$ cat src/rtl/pri_arb_enc.sv
// Registered priority encoder / arbiter: fixed-priority or round-robin winner
// selection, holding each grant under a valid/ready handshake.
module pri_arb_enc #(
  parameter int N       = 8,
  parameter int W       = $clog2(N),
  parameter int RR_MODE = 0
) (
  input  logic         clk,
  input  logic         rst,
  input  logic [N-1:0] req,
  input  logic         out_ready,
  output logic         out_valid,
  output logic [W-1:0] out_idx,
  output logic [N-1:0] out_gnt,
  output logic         out_none
);

  typedef enum logic {IDLE, GRANT} state_t;

  state_t       state_q;
  logic [W-1:0] ptr_q;
  logic         valid_q;
  logic [W-1:0] idx_q;
  logic [N-1:0] gnt_q;
  logic         none_q;

  logic         hs;
  logic         any_req;
  logic [W-1:0] srch_ptr;
  logic [W-1:0] win_idx;
  logic [W:0]   pos;

  assign hs      = (state_q == GRANT) && out_ready;
  assign any_req = |req;

  // On a handshake edge the pointer update is folded in so the re-arbitration
  // already rotates past the index being retired this cycle.
  always_comb begin
    srch_ptr = '0;
    if (RR_MODE != 0) begin
      srch_ptr = hs ? idx_q : ptr_q;
    end
  end

  // Scan offsets ascending from the pointer; the last hit wins, which gives
  // priority to ptr-1, ptr-2, ... wrapping down to ptr itself.
  always_comb begin
    win_idx = '0;
    pos     = '0;
    for (int k = 0; k < N; k++) begin
      pos = {1'b0, srch_ptr} + (W+1)'(k);
      if (pos >= (W+1)'(N)) begin
        pos = pos - (W+1)'(N);
      end
      if (req[pos[W-1:0]]) begin
        win_idx = pos[W-1:0];
      end
    end
  end

  // Registered result stage
  always_ff @(posedge clk) begin
    if (rst) begin
      state_q <= IDLE;
      ptr_q   <= '0;
      valid_q <= 1'b0;
      idx_q   <= '0;
      gnt_q   <= '0;
      none_q  <= 1'b1;
    end else begin
      none_q <= ~any_req;
      case (state_q)
        IDLE: begin
          if (any_req) begin
            valid_q <= 1'b1;
            idx_q   <= win_idx;
            gnt_q   <= N'(1) << win_idx;
            state_q <= GRANT;
          end
        end
        GRANT: begin
          if (out_ready) begin
            if (RR_MODE != 0) begin
              ptr_q <= idx_q;
            end
            if (any_req) begin
              idx_q <= win_idx;
              gnt_q <= N'(1) << win_idx;
            end else begin
              valid_q <= 1'b0;
              gnt_q   <= '0;
              state_q <= IDLE;
            end
          end
        end
        default: state_q <= IDLE;
      endcase
    end
  end

  assign out_valid = valid_q;
  assign out_idx   = idx_q;
  assign out_gnt   = gnt_q;
  assign out_none  = none_q;

endmodule

$ cat config.mk
export PLATFORM = sky130hd
export DESIGN_NAME = pri_arb_enc
export DESIGN_NICKNAME = d
export VERILOG_FILES = /design/src/rtl/pri_arb_enc.sv
export SDC_FILE = /design/constraint.sdc
export NUM_CORES = 1
export LEC_CHECK = 0
export ABC_CLOCK_PERIOD_IN_PS = 2100
export CAP_MARGIN = 10
export CORE_UTILIZATION = 41
export DETAILED_ROUTE_END_ITERATION = 16
export GPL_TIMING_DRIVEN = 1
export PLACE_DENSITY = 0.74
export RECOVER_POWER = 100
export SLEW_MARGIN = 25
export SYNTH_ARGS = -nofsm -noshare
export SYNTH_HDL_FRONTEND = slang
export SYNTH_SLANG_ARGS = --single-unit
$ cat constraint.sdc
create_clock -name clk -period 2.1 [get_ports clk]
set_input_delay 0.42 -clock clk [delete_from_list [all_inputs] [get_ports clk]]
set_output_delay 0.42 -clock clk [all_outputs]
set_load 0.02 [all_outputs]
==> results.md <==
* Largest net degree at the start of global routing at 10
* Critical Path End Type: flip-flop
* Clock Latency Late Sink at 0.28 ns
* Global route total overflow at 0
* CTS tree: built
* Die Height at 40.63 um
* CP max FO at 6
* Cell count after synthesis at 66
* TNS Setup at 0 ns
* Clock root cell: clkbuf_4
* Slew of the pin with the lowest slew margin at 0.3057 ns
* # hold bufs at CTS at 0
* Req. time, crit path at 2.33 ns
* Fill cell count at 109
* Total Power at 0.5499 mW
* Count leader, synth: dfxtp_1
* Clock skew at 0.002743 ns
* Core area at 1350 sq um
* PwrDens at 570.0 nW/um^2
* Port bufs at 23
* Cell taking the most area after synthesis: dfxtp_1
* Post-DR wirelength/cell at 14.32 um
* Syn nets at 77
* Die span in x at 40.63 um
* CP startpoint kind: input pin
* Pre-CTS setup slack at -0.1761 ns
* Die area at 1651 sq um
* Synthesized area per cell at 9.270 sq um
* Hold Violations, Final at 0
* Via count at 634
* Antenna Violating Nets Remaining at 0
* Max-cap viol count at 0
* Yosys warning count at 0
* Slew Limit Fails at 0
* Leading post-synthesis cells by cell area: dfxtp_1, nor2_1, a21oi_1
* Worst Slack Setup Final at 0.08012 ns
* Worst-path clk slew at 0.08 ns
* H-tree lvl count at 1
* Initial antenna violation count at 0
* Io pins at 24
* Total CTS buffers at 3
* Total Nets Final at 115
* Initial DRC Count at 3
* Area delta synth->final at 57.67%
* CP arrival at 2.25 ns
* Post-cts gate resize count at 0
* HPWL after DPL at 1.331 mm
* Status: completed
* Layout cell share with drive strength beyond 1 at 19.61%
* WL final at 1.676 mm
* Crit path time final at 2.020 ns
* FF+latch count, synth at 14
* RSZ-0062 raised after global routing: false
* Std-Cell Rows at 13
* GRT Util Overall at 21.45%
* EDFF count, synth at 0
* Ys flop type: dfxtp_1
* Top achievable clock speed at 495.1 MHz
* Register area share after synthesis at 45.81%
* Yosys cell types at 30
* Crit Path Class: input pin to flip-flop
* Fin util at 71.46%
* DRC errors left at 0
* Setup bufs post-CTS at 0
* Clk sink count at 14
* Ys async rst share at 0%
* GPL Wtd Cong at 0.8335
* Vias per inst at 5.419
* Detailed Routing Iterations Pass 1 at 4
* Slew HR at 79.43%
* Mapped Area at 611.8 sq um
* Final setup viols at 0
* Fin crit share at 96.18%
* Antenna diodes at 0
* Peak VDD IR at 0.3814 mV
* First-pass GRT wire length at 2.283 mm
* Pleak at 0.4212 nW
* Clk buf depth at 2
* Share of the synthesized area in the top cell type at 45.81%
* Synth top cells by count: dfxtp_1, nor2_1, a21oi_1
* Hold Path Class: flip-flop to flip-flop
* Vias in the first global route at 554
* Starting density of the core at 45.32%
## path summary, 6_finish.rpt
kind | from | depth (start not counted) | to | slack [ns]
min | out_gnt[1]$_SDFFE_PP0P_ | 2 | out_gnt[1]$_SDFFE_PP0P_ | 0.46
max | req[4] | 6 | out_gnt[7]$_SDFFE_PP0P_ | 0.08
max reg2reg | state_q$_SDFF_PP0_ | 4 | out_gnt[2]$_SDFFE_PP0P_ | 0.88
min reg2reg | out_gnt[1]$_SDFFE_PP0P_ | 2 | out_gnt[1]$_SDFFE_PP0P_ | 0.46
## power by group
group	switching, mW	total, mW	internal (mW)
clock	0.0884	0.155	0.0666
sequential	0.00641	0.283	0.277
combinational	0.0536	0.111	0.0578
total	0.148	0.550	0.402
## per-layer routing
| metal | vias up | global-route usage [%] | part of all wire, % |
|---|---|---|---|
| met1 | 297 | 24.58 | 44 |
| met2 | 17 | 38.49 | 51 |
| met3 | 2 | 3.804 | 3.0 |
| li1 | 318 | - | - |
| met4 | 0 | 9.167 | 1.2 |
| met5 | - | 0 | 0 |
## through the flow
stage	cell area, sq um	cells	hold slack (ns)
after CTS	968.4	117	0.4617
after global routing	964.7	117	0.4836
after global placement	945.9	114	0.4469
after detailed placement	945.9	114	0.4505
after floorplan	611.8	66	0.5266
final	964.7	117	0.4571
## state kept, by name, summed over array words and instances, names as in the netlist
register,cells
out_gnt,8
out_idx,3
out_none,1
out_valid,1
state_q,1
## logic make-up (layout without fill, tap and decap cells)
kind of cell	count (synthesis)	in the layout	synth area share [%]
buffers and inverters	5	41	3.272
AOI/OAI and AO/OA	21	21	26.79
DFF	14	14	45.81
and+or+nand+nor	26	26	24.13
## cell usage in the layout, fill, tap and decap left out, drive strengths merged, types with 2 or more instances in the layout
cell type,count
or4,2
dlygate4sd3,13
a21oi,5
nand2b,2
buf,12
clkbuf,4
clkdlybuf4s50,10
nor4,2
nor2,9
inv,2
a32oi,2
o21ai,3
o21a,2
nand2,3
dfxtp,14
## critical path: stages
cell and delay (ns):
clkdlybuf4s50_1 0.42, or4_1 0.69, o31ai_4 0.34, clkbuf_1 0.19, a22oi_1 0.09, nor2_1 0.09
## cell type report
cell class | count | area [sq um] | share of cell area, %
clock buffers | 3 | 22.52 | 2.335
multi-input cells | 47 | 311.5 | 32.30
repair buffers | 36 | 324.1 | 33.59
flip-flops and latches | 14 | 280.3 | 29.05
well taps | 15 | 18.77 | 1.946
inverters | 2 | 7.507 | 0.7782
Note: power is estimated with default switching activity, not from simulation.
